`config.mk`:
```
export PLATFORM = sky130hd
export DESIGN_NAME = fp_alu_seq
export DESIGN_NICKNAME = d
export VERILOG_FILES = /design/src/rtl/fp_alu_pkg.sv /design/src/rtl/fp_cmp.sv /design/src/rtl/fp_alu_seq.sv
export SDC_FILE = /design/constraint.sdc
export NUM_CORES = 1
export LEC_CHECK = 0
export ABC_AREA = 1
export BUFFER_PORTS_ARGS = -buffer_cell sky130_fd_sc_hd__clkbuf_2
export CAP_MARGIN = 0
export CORE_MARGIN = 4
export CORE_UTILIZATION = 40
export CTS_CLUSTER_SIZE = 30
export DETAILED_ROUTE_END_ITERATION = 12
export GPL_TIMING_DRIVEN = 0
export PLACE_DENSITY = 0.69
export SYNTH_ARGS = -nofsm -noshare
export SYNTH_HDL_FRONTEND = slang
export SYNTH_SLANG_ARGS = --single-unit
```
`constraint.sdc`:
```
create_clock -name cpu_clk -period 5.7 [get_ports cpu_clk]
set_clock_uncertainty 0.15 [all_clocks]
set_input_delay 0.57 -clock cpu_clk [delete_from_list [all_inputs] [get_ports cpu_clk]]
set_output_delay 0.57 -clock cpu_clk [all_outputs]
set_load 0.01 [all_outputs]
```
`src/rtl/fp_alu_pkg.sv`:
```
// rtl/fp_alu_pkg.sv - opcodes, FSM states and width helpers for the sequential FP ALU
package fp_alu_pkg;

  localparam logic [3:0] OP_ADD  = 4'd0;
  localparam logic [3:0] OP_MUL  = 4'd1;
  localparam logic [3:0] OP_DIV  = 4'd2;
  localparam logic [3:0] OP_SQRT = 4'd3;
  localparam logic [3:0] OP_SUB  = 4'd4;
  localparam logic [3:0] OP_ABS  = 4'd5;
  localparam logic [3:0] OP_NEG  = 4'd6;
  localparam logic [3:0] OP_MOV  = 4'd7;
  localparam logic [3:0] OP_CEQ  = 4'd8;
  localparam logic [3:0] OP_CLT  = 4'd9;
  localparam logic [3:0] OP_CLE  = 4'd10;

  typedef enum logic [1:0] {
    ST_IDLE = 2'd0,
    ST_EXEC = 2'd1,
    ST_DONE = 2'd2
  } state_t;

  // Mantissa field width for an IEEE-style layout of sign / exponent / mantissa.
  function automatic int man_w(input int width, input int exp_w);
    return width - 1 - exp_w;
  endfunction

  function automatic int max4(input int p, input int q, input int r, input int s);
    int m;
    m = p;
    if (q > m) m = q;
    if (r > m) m = r;
    if (s > m) m = s;
    return m;
  endfunction

  // Counter holds LAT-1 at most, so clog2 of the largest latency suffices (never below 1 bit).
  function automatic int cnt_w(input int lat_max);
    return (lat_max <= 2) ? 1 : $clog2(lat_max);
  endfunction

endpackage

```
`src/rtl/fp_cmp.sv`:
```
// rtl/fp_cmp.sv - combinational FP compare (EQ/LT/LE) with NaN and signed-zero handling
module fp_cmp
  import fp_alu_pkg::*;
#(
  parameter int WIDTH = 32,
  parameter int EXP_W = 8
) (
  input  logic [WIDTH-1:0] a,
  input  logic [WIDTH-1:0] b,
  output logic             eq,
  output logic             lt,
  output logic             le
);

  localparam int MAN_W = man_w(WIDTH, EXP_W);

  logic             sign_a, sign_b;
  logic [WIDTH-2:0] mag_a, mag_b;
  logic             nan_a, nan_b, any_nan, both_zero;

  assign sign_a    = a[WIDTH-1];
  assign sign_b    = b[WIDTH-1];
  assign mag_a     = a[WIDTH-2:0];
  assign mag_b     = b[WIDTH-2:0];
  assign nan_a     = (&a[WIDTH-2 -: EXP_W]) && (|a[MAN_W-1:0]);
  assign nan_b     = (&b[WIDTH-2 -: EXP_W]) && (|b[MAN_W-1:0]);
  assign any_nan   = nan_a || nan_b;
  assign both_zero = (~|mag_a) && (~|mag_b);

  // Signed-magnitude ordering; any NaN makes every relation false.
  always_comb begin
    eq = 1'b0;
    lt = 1'b0;
    if (!any_nan) begin
      eq = (a == b) || both_zero;
      if (sign_a != sign_b) lt = sign_a && !both_zero;
      else if (!sign_a)     lt = mag_a < mag_b;
      else                  lt = mag_a > mag_b;
    end
    le = lt || eq;
  end

endmodule

```
`src/rtl/fp_alu_seq.sv`:
```
// rtl/fp_alu_seq.sv - handshaked FP ALU: operand latch, per-op latency counter, result hold
module fp_alu_seq
  import fp_alu_pkg::*;
#(
  parameter int WIDTH    = 32,
  parameter int EXP_W    = 8,
  parameter int OP_W     = 4,
  parameter int ADD_LAT  = 2,
  parameter int MUL_LAT  = 4,
  parameter int DIV_LAT  = 16,
  parameter int SQRT_LAT = 20
) (
  input  logic             cpu_clk,
  input  logic             rst,
  input  logic             in_valid,
  output logic             in_ready,
  input  logic [OP_W-1:0]  op,
  input  logic [WIDTH-1:0] a,
  input  logic [WIDTH-1:0] b,
  output logic [WIDTH-1:0] unit_a,
  output logic [WIDTH-1:0] unit_b,
  input  logic [WIDTH-1:0] add_res,
  input  logic [WIDTH-1:0] mul_res,
  input  logic [WIDTH-1:0] div_res,
  input  logic [WIDTH-1:0] sqrt_res,
  output logic             out_valid,
  input  logic             out_ready,
  output logic [WIDTH-1:0] out,
  output logic             cond,
  output logic             invalid_op
);

  localparam int LAT_MAX = max4(ADD_LAT, MUL_LAT, DIV_LAT, SQRT_LAT);
  localparam int CNT_W   = cnt_w(LAT_MAX);

  state_t           state, state_nxt;
  logic [OP_W-1:0]  op_q;
  logic [CNT_W-1:0] cnt;
  logic             accept, capture;
  logic             cmp_eq, cmp_lt, cmp_le;
  logic [WIDTH-1:0] res_nxt;
  logic             cond_nxt, inv_nxt;

  // Cycles spent in EXEC minus one; in-block ops finish on the first EXEC edge.
  function automatic logic [CNT_W-1:0] lat_m1(input logic [OP_W-1:0] o);
    case (o)
      OP_ADD, OP_SUB: return CNT_W'(ADD_LAT - 1);
      OP_MUL:         return CNT_W'(MUL_LAT - 1);
      OP_DIV:         return CNT_W'(DIV_LAT - 1);
      OP_SQRT:        return CNT_W'(SQRT_LAT - 1);
      default:        return '0;
    endcase
  endfunction

  assign in_ready  = (state == ST_IDLE);
  assign out_valid = (state == ST_DONE);
  assign accept    = (state == ST_IDLE) && in_valid;
  assign capture   = (state == ST_EXEC) && (cnt == '0);

  fp_cmp #(.WIDTH(WIDTH), .EXP_W(EXP_W)) u_cmp (
    .a  (unit_a),
    .b  (unit_b),
    .eq (cmp_eq),
    .lt (cmp_lt),
    .le (cmp_le)
  );

  // State register.
  always_ff @(posedge cpu_clk or posedge rst) begin
    if (rst) state <= ST_IDLE;
    else     state <= state_nxt;
  end

  // Next-state: accept -> count down -> hold until consumer takes the result.
  always_comb begin
    state_nxt = state;
    case (state)
      ST_IDLE: if (in_valid)    state_nxt = ST_EXEC;
      ST_EXEC: if (cnt == '0)   state_nxt = ST_DONE;
      ST_DONE: if (out_ready)   state_nxt = ST_IDLE;
      default:                  state_nxt = ST_IDLE;
    endcase
  end

  // Result select from the latched opcode; compares return cond in bit 0.
  always_comb begin
    res_nxt  = '0;
    cond_nxt = 1'b0;
    inv_nxt  = 1'b0;
    case (op_q)
      OP_ADD, OP_SUB: res_nxt = add_res;
      OP_MUL:         res_nxt = mul_res;
      OP_DIV:         res_nxt = div_res;
      OP_SQRT:        res_nxt = sqrt_res;
      OP_ABS:         res_nxt = {1'b0, unit_a[WIDTH-2:0]};
      OP_NEG:         res_nxt = {~unit_a[WIDTH-1], unit_a[WIDTH-2:0]};
      OP_MOV:         res_nxt = unit_a;
      OP_CEQ: begin cond_nxt = cmp_eq; res_nxt = {{(WIDTH-1){1'b0}}, cmp_eq}; end
      OP_CLT: begin cond_nxt = cmp_lt; res_nxt = {{(WIDTH-1){1'b0}}, cmp_lt}; end
      OP_CLE: begin cond_nxt = cmp_le; res_nxt = {{(WIDTH-1){1'b0}}, cmp_le}; end
      default:        inv_nxt = 1'b1;
    endcase
  end

  // Operand latch, latency counter and result capture.
  always_ff @(posedge cpu_clk or posedge rst) begin
    if (rst) begin
      op_q       <= '0;
      unit_a     <= '0;
      unit_b     <= '0;
      cnt        <= '0;
      out        <= '0;
      cond       <= 1'b0;
      invalid_op <= 1'b0;
    end else begin
      if (accept) begin
        op_q   <= op;
        unit_a <= a;
        unit_b <= (op == OP_SUB) ? {~b[WIDTH-1], b[WIDTH-2:0]} : b;
        cnt    <= lat_m1(op);
      end else if ((state == ST_EXEC) && (cnt != '0)) begin
        cnt <= cnt - 1'b1;
      end
      if (capture) begin
        out        <= res_nxt;
        cond       <= cond_nxt;
        invalid_op <= inv_nxt;
      end
    end
  end

endmodule
```
# After elaboration in Yosys (flattened, before gate mapping)
# Index checks and enable logic that the tools add are counted.
# totals
regBits,109
in_bits,200
# classes
mux,15
addsub,1
order_cmp,2
n_reduce_logical,29
n_bitwise,2
n_eq_ne,21
# ops
op,n
$pmux 32 s10,1
$reduce_or 31->1,2
$reduce_or 23->1,2
$eq 32x32->1,1
$mux 32,1
$gt 31x31->1,1
$lt 31x31->1,1
$eq 4x3->1 const B,5
$pmux 5 s4,1
$eq 4x2->1 const B,4
$reduce_and 8->1,2
$eq 4x4->1 const B,3
$reduce_or 11->1,1
$mux 5,2
$eq 4x1->1 const B,2
$logic_not 4->1,2
$logic_and 1x1->1,7
$mux 2,3
$pmux 2 s3,1
$logic_not 5->1,1
$mux 1,5
$reduce_bool 5->1,1
$sub 5x1->5 const B,1
$ne 2x2->1 const B,2
other kinds (12),18

# Longest topological paths before layout
# Gate-level depths: netlist of the first run.
# logic_depth
depth_word,9
depth_mapped,16
depth_no_buf,16

# Cells and area by module
# From an unflattened synthesis of the first run, not the netlist that was laid out.
# hier_totals
hier_cells,993
hier_area_um2,6796.5
# modules_own_cells
mod,cells_each,area_each_um2,n_inst
fp_alu_seq,758,5509.0,1
fp_cmp,235,1287.5,1

# Worst setup path before layout of the first run
# No wires, ideal clock.
# synth_path
path_kind,register -> register
from,register unit_b[30]
to,register out[0]
arrival_time_ps,1640
path_slack_ps,3793
stages_incl_launch_ff,14
setup_ps,117
period_less_slack_ps,1907
t_required_ps,5433
path_cell_list,dfrtp_1 inv_1 ha_1 nand2_1 nor2_1 nand2_1 nor3_1 nand2_1 nand3b_1 nand3_1 nand2_1 nand3_1 nand2_1 nand2_1
# synth_between
elab_chain_cells,9
word_cells_on_any_way,18
cone_classes,2 x order compare; 1 x eq/ne; 5 x mux; 10 x reduce/logical
# synth_rtl
item,line,source
"start, declared",fp_alu_seq.sv:21,"output logic [WIDTH-1:0] unit_b,"
"start signal, assigned",fp_alu_seq.sv:119,"unit_b <= (op == OP_SUB) ? {~b[WIDTH-1], b[WIDTH-2:0]} : b;"
branches (longest 8 deep; another with $lt 31x31->1),--,
$pmux 32 s10 *,fp_alu_seq.sv:90,case (op_q)
"end signal, assigned",fp_alu_seq.sv:125,out <= res_nxt;
"end, declared",fp_alu_seq.sv:28,"output logic [WIDTH-1:0] out,"
# Mark *: on every way between the ends.
# A chain may end at the register's enable or synchronous reset.

# Worst setup path after layout of the first run
# layout_path
from,register unit_a[22]
to,register out[0]
# layout_between
elab_chain_cells,9
word_cells_on_any_way,18
cone_classes,2 x order compare; 1 x eq/ne; 5 x mux; 10 x reduce/logical
# layout_rtl
item,line,source
"start, declared",fp_alu_seq.sv:20,"output logic [WIDTH-1:0] unit_a,"
"start signal, assigned",fp_alu_seq.sv:109,unit_a <= '0;
"start signal, assigned",fp_alu_seq.sv:118,unit_a <= a;
branches (longest 8 deep; another with $lt 31x31->1),--,
$pmux 32 s10 *,fp_alu_seq.sv:90,
# Marked as above.

==> results of run 1 <==
cell type report:
type / instances / area [um2]
Multi-Input combinational cell: 678 / 3550
Clock inverter: 5 / 77.6
Timing Repair Buffer: 301 / 1530
Sequential cell: 109 / 2730
Buffer: 35 / 230
Tap cell: 220 / 275
Antenna cell: 3 / 7.51
Inverter: 67 / 259
Clock buffer: 9 / 225
Fill cell: 1664 / 7690
cell usage in the layout (no fill, tap or decap), types with 2 or more instances in the layout:
cell type  count
nor2_2         5
a22oi_1        2
ha_1          33
nand2_1      367
a21o_1        17
diode_2        3
nand4_1       10
a21oi_2       15
xor2_1         2
nor3_1         9
dfrtp_1      109
buf_6          8
o21ai_0       45
buf_2         13
bufinv_16      2
nor4_1         3
inv_2          5
a31oi_1        2
clkbuf_2     299
a21oi_1       18
nand3_1       21
clkbuf_16      9
buf_4          6
a22o_1         7
nor2_1        73
clkinv_2       2
inv_1         60
o21ai_1        9
nand3b_1       2
a221oi_1       8
a221oi_2      23
clkbuf_1       8
report_power, final:
group | total (uW) | switching [uW] | internal, uW | leakage (uW)
Combinational | 2440 | 1470 | 975 | 0.00343
Sequential | 1620 | 488 | 1130 | 0.00136
Clock | 675 | 296 | 379 | 0.000147
final timing paths:
| path | from | cells past startpoint | end |
|---|---|---|---|
| max in group asynchronous | rst | 4 | unit_b[0] |
| min | out_ready | 2 | state[1] |
| max reg2reg | unit_a[22] | 12 | out[0] |
| min reg2reg | out[4] | 1 | out[4] |
| max | unit_a[22] | 12 | out[0] |
| min in group asynchronous | rst | 3 | unit_a[2] |
state kept, by name, summed over array words and instances, names as in the netlist:
name	flops
state	2
op_q	4
unit_a	32
unit_b	32
cond	1
cnt	5
invalid_op	1
out	32
layer usage:
layer	wire (um)	up-vias
li1	-	3550
met1	11300	3350
met2	12400	305
met3	1750	41
met4	694	0
met5	0	-
per-stage QoR:
step	util	hold slack, ns	worst slack [ns]	std cells	instance area, um2
2_1_floorplan	-	0.344	2.11	889	6760
3_3_place_gp	0.515	0.310	0.627	1408	8540
3_5_place_dp	0.517	0.314	3.36	1409	8570
4_1_cts	0.536	0.213	3.34	1424	8880
5_1_grt	0.536	0.218	3.12	1427	8890
6_report	0.536	0.223	3.33	1427	8890
worst register-to-register path, stage by stage, from the launching register on:
cell and delay (ns):
dfrtp_1 0.55, ha_1 0.41, nand2_1 0.10, nor2_1 0.14, nand2_1 0.06, nor3_1 0.24, a21oi_1 0.11, nand2_1 0.08
nand3_1 0.12, nand2_1 0.13, nand3_1 0.09, nand2_1 0.07, nand2_1 0.05
kinds of logic (layout without fill, tap and decap cells):
family	after synthesis	in the layout	share of synthesized area
simple gates	492	492	0.289
compound gates	151	151	0.172
flops	109	109	0.403
buf+inv	102	417	0.0716
fa+ha+maj	33	33	0.0610
xor+xnor	2	2	0.00259
other cells	0	3	0
timing repair:
item                      CTS  global route
resized for setup           0             0
hold endpoints to repair   16             0
hold buffers                1             0
==> out/qor.yml, run 1 <==
run_status:
  status: "finished, final reports clean"
yosys:
  synth_edf_count: 0
  ys_top_cells_by_area: "dfrtp_1 40%, nand2_1 20%, ha_1 6.1%"
  synth.yosys.warnings: 0
  synth_cell_types: 35
  yosys.area.top_type: "dfrtp_1"
  synth_area_um2: 6760
  synth.most_common_cell: "nand2_1"
  ys_ff_latch: 109
  syn-mean-instance-area_um2: 7.61
  seq_area_frac_synth: 0.403
  synthFlopType: "dfrtp_1"
  async_flop_share: 1.00
  yosys-top-cells-count: "367 x nand2_1, 109 x dfrtp_1, 73 x nor2_1"
  synthCells: 889
  synth_top_area_share: 0.403
  syn-num-nets: 1122
sta:
  slew_headroom: 0.626
  rsz0062_at_grt: "false"
  setup_viol: 0
  finalSetupTns_ns: 0
  period_minus_slack_ns: 2.37
  slew_violations: 0
  worst_pin_slew_ns: 0.559
  max_freq_ghz: 0.421
  period_share: 0.416
  hold_viol_final: 0
global_routing:
  grt.overflow.total: 0
  grt_antenna_before_repair: 3
  grt_use_met2: 0.436
  grt_pass1_vias: 7056
  grt_util_met3: 0.0494
  busiest_layer: "met2"
  gr-usage-met1: 0.360
  grt_pass1_wl_um: 40200
  grt_max_degree: 88
  track_usage: 0.268
placement:
  dp_hpwl_um: 21100
  gp_congestion: 0.958
  port_buffers: 299
clock_network:
  cts_tree: "yes"
  cts_max_level: 3
  clock_path_buffers: 2
  cts_root_buf: "clkbuf_16"
  insertion_delay_ns: 0.36
  cts_buffers: 9
  clock_sinks: 109
  clkTransAtPathRegs_ns: 0.07
  post-cts-setup-buffers: 0
setup_path:
  cp-end-kind: "flip-flop"
  cp.arrival_ns: 2.48
  cp_max_fo: 6
  path_class: "flip-flop to flip-flop"
  cp_num_buf_inv: 0
  crit_required_ns: 5.80
  worst_path_max_delay_cell: "dfrtp_1"
  critPathLaunchType: "flip-flop"
  ff2ff_setup_slack_ns: 3.33
  crit_top_cell: "nand2_1"
  path_delay_family: "simple AND/OR/NAND/NOR gates"
  slowest_delay_ns: 0.55
  path_cells: "ha_1 -> nand2_1 -> nor2_1 -> nand2_1 -> nor3_1 -> a21oi_1 -> nand2_1 -> nand3_1 -> nand2_1 -> nand3_1 -> nand2_1 -> nand2_1"
detailed_routing:
  wl_per_cell_um: 18.3
  via_per_inst: 5.08
  drt_iter0_drc: 403
  ant_nets: 0
  drc: 0
  drt-total-wl_um: 26100
  dr.pass1.iters: 5
  vias: 7246
floorplan:
  die_w_um: 138
  die_h_um: 138
  die-area_um2: 19100
  io_pins: 300
  start_util: 0.408
  coreArea_um2: 16600
  rows: 47
power_and_ir_drop:
  ir_worst_vdd_mv: 0.268
  powerDensity_nw_per_um2: 533
  p_total_uw: 4730
  power_leakage_uw: 0.00494
layout:
  syn_to_final_growth_pct: 31.4
  drive_gt1_frac: 0.327
  nets: 1434
job:
  cap_viol_max_count: 0
worst_hold_path:
  hold_class: "primary input to flip-flop"
(Power assumes the default switching activity.)
==> run 2: changes to the inputs <==
clock period = 2.2 ns   (was 5.7 ns; I/O delays follow)
==> run 2 against run 1 <==
  * First-iteration DRC count rose by 21%
  * Clock power rose to 2.6 times the previous value
  * Count of clock-buffer cells in the layout rose by 1
  * Power rose to 3.0 times the previous value
  * Via count rose by 12%
  * Sequential share of layout area fell by 4.3 points
  * Global-route usage rose by 1.9 points
  * Largest cell class unchanged
==> out/qor.yml, run 2 (synthesized netlist as in run 1, its figures left out) <==
run_status:
  status: "finished, final reports clean"
layout:
  reg_top3: "out (32), unit_a (32), unit_b (32)"
  final_common_cell: "nand2_1"
  nets: 1577
  drive_gt1_frac: 0.397
  nFillCells: 1454
  layout_common_cells: "364 x nand2_1, 300 x clkbuf_2, 77 x dfrtp_1"
  syn_to_final_growth_pct: 55.0
  seq_area_um2: 2770
  post-route-util: 0.632
  multiInputGateArea_um2: 3830
global_routing:
  grt_antenna_before_repair: 1
  grt_max_degree: 33
  grt_pass1_wl_um: 43200
  track_usage: 0.287
  grt.overflow.total: 0
  grt_pass1_vias: 7742
setup_path:
  ff2ff_setup_slack_ns: 0.05
  crit_required_ns: 2.31
  cp_num_buf_inv: 1
  worst_path_max_delay_cell: "dfrtp_2"
  critPathLaunchType: "flip-flop"
  path_class: "flip-flop to flip-flop"
  path_cells: "ha_1 -> nand2_1 -> inv_1 -> nand3_1 -> a21oi_2 -> nor2_1 -> nand2_1 -> nand2_1 -> nand2_1 -> nand2_1 -> nand3_2 -> nand2_2 -> nand2_1 -> nand2_1 -> nand2_1"
  cp-end-kind: "flip-flop"
  slowest_delay_ns: 0.45
  cp_max_fo: 5
  cp.arrival_ns: 2.25
  crit_top_cell: "nand2_1"
  path_delay_family: "simple AND/OR/NAND/NOR gates"
floorplan:
  die-area_um2: 19100
  io_pins: 300
  die_w_um: 138
  start_util: 0.408
  rows: 47
  coreArea_um2: 16600
  die_h_um: 138
power_and_ir_drop:
  powerDensity_nw_per_um2: 1340
  p_sw_uw: 6520
  combPwrFrac: 0.589
  ir_worst_vdd_mv: 0.811
  power_leakage_uw: 0.00555
  p_total_uw: 14000
  p_clk_frac: 0.124
  power.internal_uw: 7510
  switching_share: 0.465
  pwr-share-seq: 0.287
detailed_routing:
  via_per_inst: 5.19
  drt_iter0_drc: 488
  dr.pass1.iters: 5
  drc: 0
  drt-total-wl_um: 29100
  ant_nets: 0
  vias: 8149
  wl_per_cell_um: 18.5
placement:
  place_ws_ns: -0.155
  dp_hpwl_um: 21500
  gp_congestion: 0.921
  port_buffers: 299
clock_network:
  clock_sinks: 109
  clkTransAtPathRegs_ns: 0.08
  insertion_delay_ns: 0.36
  cts_tree: "yes"
  cts_max_level: 3
  cts_root_buf: "clkbuf_16"
  cts_buffers: 9
  clock_path_buffers: 2
sta:
  hold_viol_final: 0
  rsz0062_at_grt: "true"
  worst_hold_slack_ns: 0.0140
  slew_violations: 0
  worst_pin_slew_ns: 0.667
  setup_slack_ns: 0.0535
  max_freq_ghz: 0.466
  setup_viol: 0
  period_minus_slack_ns: 2.15
  slew_headroom: 0.554
  period_share: 0.976
job:
  cap_viol_max_count: 0
worst_hold_path:
  hold_class: "primary input to flip-flop"
## run 2: changes by cell type in the layout (fill, tap and decap cells not counted), moves of 5 or more
| cell | delta |
|---|---|
| ha_4 | +18 |
| ha_1 | -18 |
| dlygate4sd3_1 | +75 |
| nor2_1 | -5 |
| inv_2 | +5 |
| nor2_2 | +5 |
| buf_4 | +66 |
| dfrtp_2 | +32 |
| dfrtp_1 | -32 |
| inv_1 | -5 |
## run 2: final timing paths
check	end	cells after the start	from
setup / recovery	cond	15	unit_a[13]
hold / removal	op_q[3]	3	op[3]
setup reg to reg	cond	15	unit_a[13]
hold reg to reg	out[13]	1	out[13]
max in group asynchronous	unit_a[11]	4	rst
min in group asynchronous	unit_b[6]	3	rst
## run 2: worst reg2reg max path, stage by stage (launching register included)
cell and delay, ns:
dfrtp_2 0.45, ha_1 0.33, nand2_1 0.11, inv_1 0.05, nand3_1 0.10, a21oi_2 0.05, nor2_1 0.10, nand2_1 0.10
nand2_1 0.09, nand2_1 0.06, nand2_1 0.07, nand3_2 0.10, nand2_2 0.09, nand2_1 0.08, nand2_1 0.07, nand2_1 0.05
## run 2: power by group through the flow
stage / combinational [uW] / clock (uW) / sequential (uW)
after floorplan: 3790 / 0 / 4120
after global placement: 6210 / 0 / 4220
after detailed placement: 6320 / 0 / 4240
after CTS: 6980 / 1760 / 4050
after global routing: 9150 / 1830 / 4110
final: 8260 / 1740 / 4020
## run 2: stage by stage
stage          area (um2)  TNS (ns)  cells
4_1_cts              9860         0   1518
3_3_place_gp         8540    -31.11   1408
3_5_place_dp         8600    -0.306   1411
2_1_floorplan        6770         0    889
5_1_grt             10500    -0.102   1570
6_report            10500         0   1570
## run 2: cell type report
type,count,share of cell area
buffer,35,0.0221
clock inverter,6,0.00668
antenna,1,0.000239
inverter,67,0.0246
multi-input combinational,678,0.365
timing repair buffer,444,0.268
tap,220,0.0262
clock buffer,10,0.0228
sequential,109,0.264
## run 2: layer usage
metal  part of all wire  up-vias  track usage
li1                   -     3838            -
met5                  0        -            0
met3              0.074       75       0.0570
met1               0.41     3798        0.371
met4              0.036        0        0.115
met2               0.48      438        0.473
## run 2: what timing repair did
action                                 4_1_cts  5_1_grt
setup endpoints to repair                    2       10
endpoints found under the hold margin       96        0
pin swaps                                    0        3
buffers inserted                            15       51
resized for setup                           32       40
hold buffers                                76        0
